--- src/rtl/led_pkg.sv ---
// Shared encodings for the LED pattern generator: channel modes and breathe direction.
package led_pkg;

  typedef enum logic [1:0] {
    MODE_OFF     = 2'd0,
    MODE_ON      = 2'd1,
    MODE_BLINK   = 2'd2,
    MODE_BREATHE = 2'd3
  } mode_e;

  typedef enum logic {
    DIR_UP   = 1'b0,
    DIR_DOWN = 1'b1
  } dir_e;

  // Channel 0 comes out of reset blinking as a power-on heartbeat.
  function automatic mode_e reset_mode(input int ch);
    return (ch == 0) ? MODE_BLINK : MODE_OFF;
  endfunction

endpackage

--- src/rtl/led_channel.sv ---
// One LED channel: mode register, blink phase, breathe duty/direction and the
// registered LED drive (before any output polarity inversion).
module led_channel
  import led_pkg::*;
#(
  parameter int    PWM_WIDTH = 8,
  parameter mode_e RST_MODE  = MODE_OFF
) (
  input  logic                 clk,
  input  logic                 rst,
  input  logic                 wr_en,
  input  mode_e                wr_mode,
  input  logic                 tick,
  input  logic [PWM_WIDTH-1:0] pwm_cnt,
  output logic                 led
);

  localparam logic [PWM_WIDTH-1:0] DUTY_MAX = '1;

  mode_e                mode_q, mode_d;
  dir_e                 dir_q, dir_d;
  logic                 phase_q, phase_d;
  logic [PWM_WIDTH-1:0] duty_q, duty_d;
  logic                 led_q, led_d;

  always_ff @(posedge clk or posedge rst) begin
    if (rst) begin
      mode_q  <= RST_MODE;
      dir_q   <= DIR_UP;
      phase_q <= 1'b0;
      duty_q  <= '0;
      led_q   <= 1'b0;
    end else begin
      mode_q  <= mode_d;
      dir_q   <= dir_d;
      phase_q <= phase_d;
      duty_q  <= duty_d;
      led_q   <= led_d;
    end
  end

  always_comb begin
    mode_d  = mode_q;
    dir_d   = dir_q;
    phase_d = phase_q;
    duty_d  = duty_q;
    led_d   = 1'b0;

    unique case (mode_q)
      MODE_OFF:     led_d = 1'b0;
      MODE_ON:      led_d = 1'b1;
      MODE_BLINK:   led_d = phase_q;
      MODE_BREATHE: led_d = (pwm_cnt < duty_q);
      default:      led_d = 1'b0;
    endcase

    // A write restarts the pattern and suppresses a coincident tick.
    if (wr_en) begin
      mode_d  = wr_mode;
      phase_d = 1'b0;
      duty_d  = '0;
      dir_d   = DIR_UP;
    end else if (tick) begin
      if (mode_q == MODE_BLINK) begin
        phase_d = ~phase_q;
      end else if (mode_q == MODE_BREATHE) begin
        // Duty bounces off both ends instead of wrapping.
        unique case (dir_q)
          DIR_UP: begin
            if (duty_q != DUTY_MAX) begin
              duty_d = duty_q + 1'b1;
            end else begin
              dir_d  = DIR_DOWN;
              duty_d = duty_q - 1'b1;
            end
          end
          DIR_DOWN: begin
            if (duty_q != '0) begin
              duty_d = duty_q - 1'b1;
            end else begin
              dir_d  = DIR_UP;
              duty_d = duty_q + 1'b1;
            end
          end
          default: dir_d = DIR_UP;
        endcase
      end
    end
  end

  assign led = led_q;

endmodule

--- src/rtl/led_pattern_gen.sv ---
// Multi-channel LED pattern generator: shared prescaler tick and PWM counter,
// config write decode, and one led_channel per LED.
module led_pattern_gen
  import led_pkg::*;
#(
  parameter int N_LEDS     = 4,
  parameter int PRESCALE   = 2**25,
  parameter int PWM_WIDTH  = 8,
  parameter bit ACTIVE_LOW = 1'b0
) (
  input  logic              sys_clk,
  input  logic              sys_rst,
  input  logic              cfg_valid,
  output logic              cfg_ready,
  input  logic [3:0]        cfg_ch,
  input  logic [1:0]        cfg_mode,
  output logic [N_LEDS-1:0] user_led,
  output logic              tick
);

  localparam int PS_W = (PRESCALE > 1) ? $clog2(PRESCALE) : 1;
  localparam logic [PS_W-1:0] PS_LAST = PS_W'(PRESCALE - 1);

  logic [PS_W-1:0]      prescale_q, prescale_d;
  logic [PWM_WIDTH-1:0] pwm_q, pwm_d;
  logic                 ready_q, ready_d;
  logic [N_LEDS-1:0]    wr_en;
  logic [N_LEDS-1:0]    led_raw;

  always_ff @(posedge sys_clk or posedge sys_rst) begin
    if (sys_rst) begin
      prescale_q <= '0;
      pwm_q      <= '0;
      ready_q    <= 1'b0;
    end else begin
      prescale_q <= prescale_d;
      pwm_q      <= pwm_d;
      ready_q    <= ready_d;
    end
  end

  always_comb begin
    prescale_d = (prescale_q == PS_LAST) ? '0 : prescale_q + 1'b1;
    pwm_d      = pwm_q + 1'b1;
    ready_d    = 1'b1;
  end

  assign tick      = (prescale_q == PS_LAST);
  assign cfg_ready = ready_q;

  // Valid/ready: a write transfers in any cycle where cfg_valid and cfg_ready
  // are both high; writes to channels beyond N_LEDS are accepted and dropped.
  always_comb begin
    wr_en = '0;
    for (int i = 0; i < N_LEDS; i++) begin
      wr_en[i] = cfg_valid && ready_q && (cfg_ch == 4'(i));
    end
  end

  for (genvar gi = 0; gi < N_LEDS; gi++) begin : g_ch
    led_channel #(
      .PWM_WIDTH (PWM_WIDTH),
      .RST_MODE  (reset_mode(gi))
    ) u_ch (
      .clk     (sys_clk),
      .rst     (sys_rst),
      .wr_en   (wr_en[gi]),
      .wr_mode (mode_e'(cfg_mode)),
      .tick    (tick),
      .pwm_cnt (pwm_q),
      .led     (led_raw[gi])
    );
  end

  assign user_led = led_raw ^ {N_LEDS{ACTIVE_LOW}};

endmodule

--- config.mk ---
export PLATFORM = sky130hd
export DESIGN_NAME = led_pattern_gen
export DESIGN_NICKNAME = d
export VERILOG_FILES = /design/src/rtl/led_pkg.sv /design/src/rtl/led_channel.sv /design/src/rtl/led_pattern_gen.sv
export SDC_FILE = /design/constraint.sdc
export NUM_CORES = 1
export LEC_CHECK = 0
export CAP_MARGIN = 20
export CORE_MARGIN = 2
export CORE_UTILIZATION = 50
export CTS_CLUSTER_SIZE = 14
export DETAILED_ROUTE_END_ITERATION = 10
export MAX_ROUTING_LAYER = met4
export PLACE_DENSITY = 0.74
export SYNTH_ARGS = -nofsm -noshare
export SYNTH_HDL_FRONTEND = slang
export SYNTH_SLANG_ARGS = --single-unit
--- constraint.sdc ---
create_clock -name sys_clk -period 7.35 [get_ports sys_clk]
set_input_delay 1.47 -clock sys_clk [delete_from_list [all_inputs] [get_ports sys_clk]]
set_output_delay 1.47 -clock sys_clk [all_outputs]
set_load 0.05 [all_outputs]
[After elaboration in Yosys (flattened, before gate mapping)]
Cells that the tools add are included.
Cells by class
  add/subtract/negate cells: 10
  $lt $le $gt $ge: 4
  equal/unequal tests: 24
  mux-type cells: 73
  bitwise gates (word level): 8
  reduce and logical (&&, ||, !) cells: 34
Operator list (number)
  $mux W8: 24
  $pmux W8 S2: 4
  $add A8 B1 Y8 const B: 5
  $mux W1: 36
  $lt A8 B8 Y1: 4
  $ne A8 B8 Y1 const B: 4
  $reduce_bool A8 Y1: 4
  $sub A8 B1 Y8 const B: 4
  $add A25 B1 Y25 const B: 1
  $eq A25 B25 Y1 const B: 1
  $mux W25: 1
  $reduce_bool A2 Y1: 12
  $eq A2 B2 Y1 const B: 8
  $pmux W1 S4: 4
  $reduce_and A3 Y1: 4
  $eq A2 B1 Y1 const B: 4
  $eq A4 B2 Y1 const B: 2
  $logic_not A2 Y1: 4
  $ne A2 B1 Y1 const B: 4
  $not A1 Y1: 8
  $pmux W1 S2: 4
  $reduce_and A2 Y1: 4
  $logic_and A1 B1 Y1: 5
  $eq A4 B1 Y1 const B: 1
  $logic_not A4 Y1: 1
Storage, ports and cells
  register bits after elaboration: 86
  bits of input ports: 9
  output and inout port bits: 6
  logic and storage cells: 176

[Depth between registers and ports, before layout]
  depth in word-level cells: 7
  mapped depth: 8
  gate-level depth less buffers: 7

[Hierarchy]
Synthesis repeated with hierarchy kept, for this count alone.
Second synthesis, totals
  cells, all modules: 632
  area total of the unflattened synthesis: 5824.3 um^2
Modules (own cells, without submodules)
  led_channel at g_ch[1].u_ch ...: instances 3, cells an instance 120, area an instance 1044.8 um^2, seq. area each 325.3 um^2
  led_pattern_gen: instances 1, cells an instance 152, area an instance 1644.1 um^2, seq. area each 850.8 um^2
  led_channel at g_ch[0].u_ch: instances 1, cells an instance 120, area an instance 1046.0 um^2, seq. area each 326.6 um^2

[Worst setup path after synthesis]
No wires, ideal clock.
  path kind: register to output
  start point: register prescale_q[0]
  end point: output port tick
  arrival: 1591 ps
  required time: 5880 ps
  slack: 4289 ps
  cell stages (with the launch flop): 7
  path buffers: 1
  cells stage by stage: dfrtp_1 -> ha_1 -> and2_1 -> and4_1 -> buf_2 -> nand4_1 -> inv_2
On the way
  word-level cells in the longest chain between the ends: 1
RTL lines
  from (decl): RTL line led_pattern_gen.sv:24  | logic [PS_W-1:0] prescale_q, prescale_d;
  from (signal assigned): RTL line led_pattern_gen.sv:36  | prescale_q <= prescale_d;
  $eq A25 B25 Y1: RTL line led_pattern_gen.sv:48  | assign tick = (prescale_q == PS_LAST);
  to (decl): RTL line led_pattern_gen.sv:18  | output logic tick
No other way between the ends.

[Final worst setup path]
Same ends and word-level chain as after synthesis.

==> results.cfg <==
[synthesis]
syn_nets = 684
ys_warn_count = 0
synth-seq-cells = 86
yosys-top-cells-count = 97 x nand2_1, 85 x dfrtp_1, 51 x a21oi_1
synth_area_um2 = 5600
synth_flop_cell = dfrtp_1
yosysMostFrequentCell = nand2_1
avgSynthCellArea_um2 = 8.85
ys_types = 52
synth_top_cell_area_share = 0.380
synth_area_leaders = dfrtp_1 38%, ha_1 9.4%, nand2_1 6.5%, a21oi_1 4.6%, mux2i_1 4.3%
synth_top_cell_by_area = dfrtp_1
synthCells = 633
ys_seq_area_frac = 0.384
async_flop_share = 1.00
synth_edf_count = 0

[sta]
hold_viol = 0
maxSlewViolCount = 0
tns_ps = 0
fin_ws_ps = 2830
fmax_mhz = 221
rsz0062_at_grt = false
worst_hold_slack_ps = 478
fin_skew_ps = 7.46
min_period_ps = 4520
setup_viol = 0
max_slew_margin = 0.400
worst_pin_slew_ps = 896
post-route-period-util = 0.615

[routing]
vias = 4576
ant_nets = 0
vias_per_cell = 5.87
routed_wl_mm = 12.1
drc = 0
post_drt_wl_per_cell_um = 15.6
drt-initial-drc-count = 237
dr.pass1.iters = 5

[placed_design]
dpl.hpwl_mm = 8.69
dp_worst_setup_slack_ps = 3190
portBuffers = 14
placed_cells = 766
gp_congestion = 0.906

[floorplanning]
ioPinCount = 15
die-area_um2 = 12100
fp.dieH_um = 110
fp.dieW_um = 110
num_rows = 38
core_area_um2 = 10900
initial_core_util = 0.515

[clock_network]
cts.clk_slew.worst_paths_ps = 80
clock-root-buffer = clkbuf_8
post_cts_buffers = 0
cts_tree = yes
hold_buffers = 0
clk_latency_ps = 370
htreeDepth = 3
clk_path_buf_depth = 2
ctsResizeCount = 0
numClockSinks = 86
cts_buffers = 9

[global_routing]
antenna_found_initial = 0
grt_max_degree = 87
grt_usage = 0.223
overflow = 0
grt_pass1_wl_mm = 20.2
grt_pass1_vias = 4379

[worst_setup_path]
crit_path_start_kind = flop
cpPeakStageDelay_ps = 840
crit_type = flop to output port
endpoint_kind = output port
worstPathCellList = ha_1, and2_1, and4_1, nand4_1, inv_2, clkdlybuf4s50_1
critPathMaxFanout = 10
crit_arrival_ps = 3050
rrSetupSlack_ps = 4860
cp.required_ps = 5880
crit_slowest_cell = clkdlybuf4s50_1

[pwr]
worst_ir_drop_vdd_mv = 0.115
p_per_area_nw_per_um2 = 185
p_leak_nw = 2.71

[final_layout]
area_growth_pct = 7.91
drive_gt1_frac = 0.0484
nNetsFinal = 689
antenna_cells = 0
instances_no_fill = 780
finalCoreUtilization = 0.555

[run_status]
status = complete, no violations

[job]
drv_cap = 0

[min_path]
min-delay-path-class = flop to flop
routing by layer:
metal / track usage / vias up / wire [um]
met3: 0.0350 / 22 / 412
li1: - / 2256 / -
met4: 0.0904 / 0 / 267
met2: 0.356 / 101 / 5830
met1: 0.284 / 2197 / 5630
met5: - / - / 0
metrics by stage:
stage	total power [mW]	area, um^2
finish	1.12	6050
global placement	0.771	5820
CTS	1.12	6020
floorplan	0.725	5600
global route	1.18	6050
detailed placement	0.781	5820
worst paths after layout:
| check | start | endpoint | depth (start not counted) |
|---|---|---|---|
| setup reg to reg | prescale_q[0] | g_ch[3].u_ch.duty_q[1] | 6 |
| max in group asynchronous | sys_rst | g_ch[0].u_ch.mode_q[1] | 4 |
| setup / recovery | prescale_q[0] | tick | 6 |
| hold reg to reg | prescale_q[10] | prescale_q[10] | 1 |
| hold / removal | prescale_q[10] | prescale_q[10] | 1 |
| min in group asynchronous | sys_rst | prescale_q[8] | 3 |
cells in the final DEF, fill, tap and decap left out, drive strengths merged, types with 2 or more instances in the layout:
cell type,instances
or4,2
ha,42
nor4,5
o211ai,7
clkdlybuf4s50,14
and4,8
o2111ai,8
nand3,18
nor2,30
xnor2,17
nand4,29
nor2b,4
nand2,97
a221oi,4
o31a,2
nand2b,14
a31o,4
o21a,2
a21o,7
nor4bb,3
and3,14
dfrtp,85
mux2i,24
nor3,5
clkbuf,12
buf,2
o21ai,23
a2111oi,2
and2,15
a31oi,6
or3,18
inv,39
xor2,16
a21oi,51
logic make-up (layout without fill, tap and decap cells):
family	after synthesis	in the layout	share of synthesized area
and+or+nand+nor	265	265	0.248
DFF	86	86	0.384
xor gates and xnor gates	33	33	0.0516
buffers and inverters	62	69	0.0453
other	1	1	0.000669
muxes	24	24	0.0429
adders and majority gates	42	42	0.0938
AOI/OAI and AO/OA	120	120	0.133
state kept, by name, summed over array words and instances, names as in the netlist:
signal	count
g_ch.u_ch.duty_q	32
prescale_q	25
g_ch.u_ch.mode_q	8
pwm_q	8
g_ch.u_ch.dir_q	4
g_ch.u_ch.led	4
g_ch.u_ch.phase_q	4
cfg_ready	1
critical path, delay by kind of cell (launching register included):
family	cells	cell delay (ps)
fa+ha+maj	1	220
buf+inv	2	1140
flops	1	410
simple gates	3	900
report_power, final:
part	switching, mW	leakage, nW	internal (mW)
Sequential	0.0379	1.12	0.507
Clock	0.164	0.100	0.180
Combinational	0.142	1.49	0.0896
final cells by class:
type / count / area (um^2)
well taps: 140 / 175
flip-flops and latches: 86 / 2150
inverters: 40 / 151
fillers: 943 / 4840
clock buffers: 12 / 165
repair buffers: 16 / 175
multi-input cells: 485 / 3200
clock inverters: 1 / 30.0
(Power assumes the default switching activity.)
